### src/rtl/dmem_mmio.sv
// dmem_mmio: data-side memory subsystem for a single-cycle MIPS core.
// Word-addressed RAM, LED register, free-running cycle counter and an
// 8-bit transmit FIFO. Loads are combinational and have no side effects.
// Stores take effect at the rising clock edge where memwrite is high.
//
// Ports:
//   clk        system clock (rising edge)
//   reset      asynchronous active-low reset
//   memwrite   store strobe from core
//   addr       byte address (addr[1:0] ignored)
//   writedata  store data
//   readdata   load data, combinational
//   led        LED register contents
//   tx_data    FIFO head byte, 0 when empty
//   tx_valid   FIFO non-empty
//   tx_ready   consumer takes head byte this cycle
module dmem_mmio #(
    parameter int RAM_WORDS  = 64,
    parameter int LED_W      = 8,
    parameter int FIFO_DEPTH = 4
) (
    input  logic             clk,
    input  logic             reset,
    input  logic             memwrite,
    input  logic [31:0]      addr,
    input  logic [31:0]      writedata,
    output logic [31:0]      readdata,
    output logic [LED_W-1:0] led,
    output logic [7:0]       tx_data,
    output logic             tx_valid,
    input  logic             tx_ready
);

    localparam int AW  = $clog2(RAM_WORDS);
    localparam int FPW = $clog2(FIFO_DEPTH);

    localparam logic [FPW:0]   CNT_ONE  = 1;
    localparam logic [FPW:0]   CNT_FULL = FIFO_DEPTH;
    localparam logic [FPW-1:0] PTR_ONE  = 1;
    localparam logic [31:0]    RAM_END  = 32'(4 * RAM_WORDS);

    // ---------------- address decode ----------------
    // Byte-lane bits are masked off here so every later compare works on
    // a word-aligned address.
    logic [31:0] w_waddr;
    logic        w_ram_sel, w_io_sel;
    logic        w_led_sel, w_cyc_sel, w_txd_sel, w_txs_sel;

    assign w_waddr   = addr & 32'hFFFF_FFFC;
    assign w_ram_sel = (w_waddr < RAM_END);
    assign w_io_sel  = ((w_waddr & 32'hFFFF_FFF0) == 32'hFFFF_0000);
    assign w_led_sel = w_io_sel && (w_waddr[3:2] == 2'd0);
    assign w_cyc_sel = w_io_sel && (w_waddr[3:2] == 2'd1);
    assign w_txd_sel = w_io_sel && (w_waddr[3:2] == 2'd2);
    assign w_txs_sel = w_io_sel && (w_waddr[3:2] == 2'd3);

    // ---------------- state ----------------
    logic [31:0]      r_ram [RAM_WORDS];
    logic [LED_W-1:0] r_led;
    logic [31:0]      r_cycle;
    logic [7:0]       r_fifo [FIFO_DEPTH];
    logic [FPW-1:0]   r_rd_ptr, r_wr_ptr;
    logic [FPW:0]     r_count;
    logic             r_ovf;

    // ---------------- FIFO control ----------------
    logic w_full, w_empty, w_push_req, w_push, w_pop, w_drop;

    assign w_full     = (r_count == CNT_FULL);
    assign w_empty    = (r_count == '0);
    assign w_push_req = memwrite && w_txd_sel;
    // Fullness is judged before any same-cycle pop: a push that meets a
    // full FIFO is dropped even if the head leaves on the same edge.
    assign w_push     = w_push_req && !w_full;
    assign w_drop     = w_push_req && w_full;
    assign w_pop      = tx_valid && tx_ready;

    assign tx_valid = !w_empty;
    assign tx_data  = tx_valid ? r_fifo[r_rd_ptr] : 8'h00;
    assign led      = r_led;

    // RAM has no reset; contents are undefined until written.
    always_ff @(posedge clk) begin
        if (memwrite && w_ram_sel)
            r_ram[w_waddr[AW+1:2]] <= writedata;
    end

    // FIFO storage carries no reset; tx_data is gated by tx_valid.
    always_ff @(posedge clk) begin
        if (w_push)
            r_fifo[r_wr_ptr] <= writedata[7:0];
    end

    always_ff @(posedge clk or negedge reset) begin
        if (!reset) begin
            r_led    <= '0;
            r_cycle  <= '0;
            r_rd_ptr <= '0;
            r_wr_ptr <= '0;
            r_count  <= '0;
            r_ovf    <= 1'b0;
        end else begin
            if (memwrite && w_led_sel)
                r_led <= writedata[LED_W-1:0];

            // A store replaces this edge's increment.
            if (memwrite && w_cyc_sel)
                r_cycle <= writedata;
            else
                r_cycle <= r_cycle + 32'd1;

            if (w_push)
                r_wr_ptr <= r_wr_ptr + PTR_ONE;
            if (w_pop)
                r_rd_ptr <= r_rd_ptr + PTR_ONE;

            case ({w_push, w_pop})
                2'b10:   r_count <= r_count + CNT_ONE;
                2'b01:   r_count <= r_count - CNT_ONE;
                default: r_count <= r_count;
            endcase

            // Setting by a dropped push beats a clearing status write.
            if (w_drop)
                r_ovf <= 1'b1;
            else if (memwrite && w_txs_sel)
                r_ovf <= 1'b0;
        end
    end

    // ---------------- load path ----------------
    always_comb begin
        readdata = 32'h0;
        if (w_ram_sel)
            readdata = r_ram[w_waddr[AW+1:2]];
        else if (w_led_sel)
            readdata = 32'(r_led);
        else if (w_cyc_sel)
            readdata = r_cycle;
        else if (w_txs_sel)
            readdata = {23'h0, 5'(r_count), 1'b0, r_ovf, w_empty, w_full};
    end

endmodule

### config.mk
export PLATFORM = sky130hd
export DESIGN_NAME = dmem_mmio
export DESIGN_NICKNAME = d
export VERILOG_FILES = /design/src/rtl/dmem_mmio.sv
export SDC_FILE = /design/constraint.sdc
export NUM_CORES = 2
export LEC_CHECK = 0
export BUFFER_PORTS_ARGS = -buffer_cell sky130_fd_sc_hd__buf_2
export CORE_MARGIN = 10
export CORE_UTILIZATION = 62
export DETAILED_ROUTE_END_ITERATION = 10
export PLACE_DENSITY_LB_ADDON = 0.2
export SKIP_LAST_GASP = 1
export SLEW_MARGIN = 20
export SYNTH_ARGS = -nofsm -noshare
export SYNTH_HDL_FRONTEND = slang
export SYNTH_SLANG_ARGS = --single-unit
### constraint.sdc
create_clock -name clk -period 8.35 [get_ports clk]
set_input_delay 2.505 -clock clk [delete_from_list [all_inputs] [get_ports clk]]
set_output_delay 2.505 -clock clk [all_outputs]
set_load 0.02 [all_outputs]
[After elaboration in Yosys (flattened, before gate mapping)]
Memory sizes are Yosys's and may differ from the RTL's.
Cells that the tools add are included.
W data, S select, Z words.
Word-level totals
  flip-flop bits (word level): 48
  memory bits (writable): 2080
  input port bits: 68
  output and inout port bits: 49
  word-level logic and storage cells: 52
  memories kept: 2
Memory list
  r_ram: depth 64, bits a word 32, read ports 1, clocked after memory_dff 0, write ports 1, line 58  | logic [31:0] r_ram [RAM_WORDS];
  r_fifo: depth 4, bits a word 8, read ports 1, clocked after memory_dff 0, write ports 1, line 61  | logic [7:0] r_fifo [FIFO_DEPTH];
Operators by class
  add/sub/neg operators: 5
  $lt $le $gt $ge: 1
  eq/ne operators: 7
  mux-type cells: 13
  reductions and logical operators: 18
Operators with widths (number)
  $mux W32: 4
  $add A32 B1 Y32 const B: 1
  $lt A32 B9 Y1 const B: 1
  $eq A28 B28 Y1 const B: 1
  $logic_and A1 B1 Y1: 12
  $mux W8: 1
  $mux W7: 1
  $eq A2 B2 Y1 const B: 3
  $mux W1: 6
  $pmux W3 S2: 1
  $add A2 B1 Y2 const B: 2
  $eq A2 B1 Y1 const B: 2
  $reduce_bool A2 Y1: 2
  $add A3 B1 Y3 const B: 1
  $eq A3 B3 Y1 const B: 1
  $logic_not A3 Y1: 1
  $sub A3 B1 Y3 const B: 1
  $logic_not A1 Y1: 2
  $logic_not A2 Y1: 1

[Longest topological paths before layout]
  depth after elaboration: 6
  mapped depth: 14
  depth with buffers taken out: 11

[Worst setup path before layout]
No wires, ideal clock.
  path type: input port to output port
  from: in addr[2]
  to: out readdata[7]
  arrival: 4.969 ns
  required time: 5.845 ns
  slack: 0.876 ns
  stages: 9
  path buffers: 4
  cell sequence: clkbuf_1 > buf_2 > buf_1 > buf_2 > mux4_2 > a22oi_1 > a21oi_1 > o21ai_0 > o311ai_0
On the way
  cells in the longest elaborated chain, start to end: 5
  elaborated cells between the ends (all ways): 9
  classes of those cells: order compare: 1; eq/ne: 1; mux: 3; reduce/logical: 3; memory: 1
RTL lines
  from (decl): line 25  | input logic [31:0] addr,
  parallel branches: the longest is 4 deep, another holds $lt A32 B9 Y1
  $mux W32 (*): line 134  | if (w_ram_sel)
  to (decl): line 27  | output logic [31:0] readdata,
Every way passes the cells marked *.

[Worst setup path in the final report]
  from: in addr[5]
  to: out readdata[26]
On the way
  cells in the longest elaborated chain, start to end: 5
  elaborated cells between the ends (all ways): 8
  classes of those cells: order compare: 1; eq/ne: 1; mux: 3; reduce/logical: 2; memory: 1
RTL lines (line)
  parallel branches: the longest is 4 deep, another holds $lt A32 B9 Y1
  $mux W32 (*): 134
Marks and branches as above.

==> flow_summary.yaml <==
grt:
  grt_pass1_vias: 44500
  grt_util_met3: 0.108
  gr-usage-met2: 0.497
  globalRoute.totalOverflow: 0
  grt.busiest_layer: "met2"
  groute.usage.overall: 0.331
  grt_antenna_before_repair: 20
  grt_max_degree: 71
  use_met1: 0.449
  grt_pass1_wl_um: 340000
timing:
  post-route-min-period_ns: 8.27
  hold_viol: 0
  timing.final.crit_share: 0.990
  drv_slew: 0
  rsz0062_at_grt: "false"
  totalNegativeSetupSlack_ns: 0
  setup_viol: 0
  fmax_ghz: 0.121
  worstMarginPinSlew_ns: 1.19
  maxSlewHeadroom: 0.207
  finClkSkew_ns: 0.0324
setup_path:
  path_cells: "buf_4, or3b_2, nor2_1, buf_4, buf_4, a22oi_1, buf_4, nand4_1, nor3_1, buf_4, o21ai_0, buf_4, buf_2"
  crit_top_cell: "buf_4"
  crit_slowest_cell: "or3b_2"
  cp_max_fo: 30
  path_delay_family: "buffers and inverters"
  cp_slowest_stage_delay_ns: 0.52
  path_buf_inv: 7
  critPathArrivalTime_ns: 5.76
  start_kind: "input port"
  path_class: "input port to primary output"
  critPathRequiredTime_ns: 5.85
  rrSetupSlack_ns: 5.85
  critPathCaptureType: "primary output"
route:
  final_antenna_net_count: 0
  dr_total_vias: 45400
  wl_um: 243000
  drt_pass1_iterations: 7
  drc: 0
  wire_per_inst_um: 38.5
  drtIter0Drc: 7615
  via_per_inst: 7.19
placed_design:
  place.port_buffers: 114
  gp_congestion: 0.928
  hpwl_um: 149000
  placed_cells: 5939
synth:
  async_flop_share: 0.0226
  synth-compound-area-share: 0.0296
  syn_nets: 4008
  synth_top_family_by_area: "multiplexers"
  synth_mux_area_frac: 0.147
  synth_enable_flop_cells: 2080
  syn_area_um2: 82100
  synthFlopType: "edfxtp_1"
  ys_warn_count: 0
  ys_seq_elements: 2128
  synth-adder-area-share: 0.00116
  synth_xor_area_frac: 0.00384
  synth_cell_types: 57
  syn_inst: 3933
  syn_area_per_cell_um2: 20.9
  synth_seq_area_share: 0.775
  synth-simple-area-share: 0.0316
power_and_ir_drop:
  ir_drop_v: 0.000206
  power_density_nw_per_um2: 232
  leakage_nw: 30.5
clocking:
  clock_path_buffers: 3
  cts_tree: "done"
  htreeDepth: 4
  cts_buffers: 203
  clk_latency_ns: 0.87
  cts_root_buf: "clkbuf_16"
  cts.sinks: 2128
  clkSlewWorstSetupHoldPaths_ns: 0.07
die:
  core_area_um2: 131000
  die_w_um: 384
  die_h_um: 384
  die-area_um2: 147000
  initial_utilization: 0.625
  row_count: 133
  ioPinCount: 117
run:
  maxCapViolations: 0
min_path:
  hold_class: "flip-flop to flip-flop"
outcome:
  status: "finished, final reports clean"
layout:
  drive_above_1_share: 0.287
  n_fill_cell: 7591
  area_growth_pct: 14.8
  fin_nets: 4464
  stdcell_count: 6316
placed cells by master (no fill, tap or decap), types with 12 or more instances in the layout:
master	n
buf_12	50
o22ai_1	42
a21oi_1	67
clkbuf_1	43
nor2_4	65
dfrtp_1	48
xnor2_1	14
and2_1	18
o21ai_0	34
a22o_1	22
a22oi_1	107
and3_1	15
mux2i_1	149
a31oi_1	13
clkinv_1	54
buf_2	94
edfxtp_1	2080
nand2_1	136
nor2_1	114
bufinv_16	13
clkinv_2	34
clkbuf_16	203
nor4_1	26
o211ai_1	12
mux4_2	464
nand4_1	34
buf_4	322
xor2_1	22
nand3_1	63
nor3_1	21
mux2_2	15
final cells by class:
cell class,instances,area (um^2),area share
diodes,7,17.5,0.000186
clock buffers,248,5270,0.0559
clock inverters,122,1110,0.0117
inverters,13,48.8,0.000517
multi-input cells,1575,18100,0.192
flip-flops and latches,2128,63700,0.675
well taps,1755,2200,0.0233
repair buffers,468,3920,0.0415
worst register-to-register path: cells and delay by family, from the launching register on:
family           cells  cell delay [ns]
AND/OR/NAND/NOR      4             1.63
XOR/XNOR             1             0.17
flip-flops           1             0.46
AO/OA/AOI/OAI        1             0.08
state kept, by name (all words and copies together) (netlist names):
signal    count
led           8
r_count       3
r_cycle      32
r_fifo       32
r_ovf         1
r_ram      2048
r_rd_ptr      2
r_wr_ptr      2
layer usage:
| layer | wire, um | up-vias |
|---|---|---|
| met4 | 12400 | 18 |
| met1 | 83700 | 23500 |
| li1 | - | 17400 |
| met5 | 186 | - |
| met3 | 35500 | 705 |
| met2 | 112000 | 3819 |
path summary, 6_finish.rpt:
check | startpoint | end | cells past startpoint
max | addr[5] | readdata[26] | 13
min | r_count[2]$_DFFE_PN0P_ | r_count[2]$_DFFE_PN0P_ | 1
max reg2reg | r_cycle[3]$_DFF_PN0_ | r_cycle[31]$_DFF_PN0_ | 6
min reg2reg | r_count[2]$_DFFE_PN0P_ | r_count[2]$_DFFE_PN0P_ | 1
max in group asynchronous | reset | r_cycle[18]$_DFF_PN0_ | 2
min in group asynchronous | reset | led[3]$_DFFE_PN0P_ | 2
kinds of logic (layout without fill, tap and decap cells):
kind of cell	after synthesis	in the layout
adders and majority gates	7	7
DFF	2128	2128
muxes	628	628
and+or+nand+nor	549	549
AOI/OAI and AO/OA	355	355
buffers and inverters	230	851
other	0	7
xor gates and xnor gates	36	36
through the flow:
| step | setup WS, ns | power (mW) | utilization | hold slack (ns) | cell area, um^2 |
|---|---|---|---|---|---|
| 2_1_floorplan | 0.876 | 12.6 | - | 0.469 | 82100 |
| 3_3_place_gp | 0.174 | 13.2 | 0.668 | 0.508 | 87900 |
| 6_report | 0.0817 | 21.8 | 0.717 | 0.522 | 94300 |
| 3_5_place_dp | 0.117 | 13.2 | 0.668 | 0.510 | 87900 |
| 5_1_grt | 0.0480 | 22.3 | 0.717 | 0.552 | 94300 |
| 4_1_cts | 0.128 | 21.9 | 0.717 | 0.522 | 94200 |
synthesized netlist by cell type (3+ instances only):
| library cell | instances | share of area |
|---|---|---|
| xnor2_1 | 14 | 0.0015 |
| buf_2 | 23 | 0.0014 |
| ha_1 | 6 | 0.00091 |
| dfrtp_1 | 48 | 0.015 |
| nor4_1 | 28 | 0.0021 |
| or3b_2 | 4 | 0.00043 |
| nor3b_1 | 4 | 0.00037 |
| a21oi_1 | 67 | 0.0041 |
| and2_1 | 17 | 0.0013 |
| a32oi_1 | 7 | 0.00075 |
| buf_6 | 4 | 0.00055 |
| o22ai_1 | 42 | 0.0032 |
| a22oi_1 | 107 | 0.0098 |
| a31oi_1 | 13 | 0.00099 |
| buf_1 | 55 | 0.0025 |
| and3b_1 | 3 | 0.00032 |
| nand4_1 | 34 | 0.0026 |
| nor3_1 | 23 | 0.0014 |
| inv_1 | 13 | 0.00059 |
| mux2_2 | 15 | 0.0021 |
| a221oi_1 | 10 | 0.0011 |
| a2111oi_0 | 4 | 0.00043 |
| o211ai_1 | 12 | 0.0011 |
| or2_2 | 3 | 0.00023 |
| nand3_1 | 63 | 0.0038 |
| or4_1 | 3 | 0.00027 |
| nor2b_1 | 13 | 0.00099 |
| nand2b_1 | 6 | 0.00046 |
| mux2i_1 | 149 | 0.018 |
| o21ai_0 | 34 | 0.0021 |
| nand3b_1 | 4 | 0.00037 |
| and3_1 | 15 | 0.0011 |
| edfxtp_1 | 2080 | 0.76 |
| mux4_2 | 464 | 0.13 |
| a211oi_1 | 11 | 0.0010 |
| and4_1 | 3 | 0.00032 |
| nor2_1 | 179 | 0.0082 |
| or3_1 | 6 | 0.00046 |
| o221ai_1 | 6 | 0.00064 |
| nand2_1 | 136 | 0.0062 |
| xor2_1 | 22 | 0.0023 |
| o2111ai_1 | 9 | 0.00096 |
| a22o_1 | 22 | 0.0023 |
| clkbuf_1 | 135 | 0.0062 |
power breakdown:
part           total (mW)  internal (mW)  switching (mW)
clock                8.87           4.90            3.97
combinational        1.21          0.460           0.752
sequential           11.8           11.7          0.0329
repair_timing:
item	4_1_cts	5_1_grt
hold buffers	0	0
setup endpoints to repair	0	1
buffers inserted	0	0
endpoints found under the hold margin	0	0
resized for setup	0	2
Power figures use the tool's default switching activity.
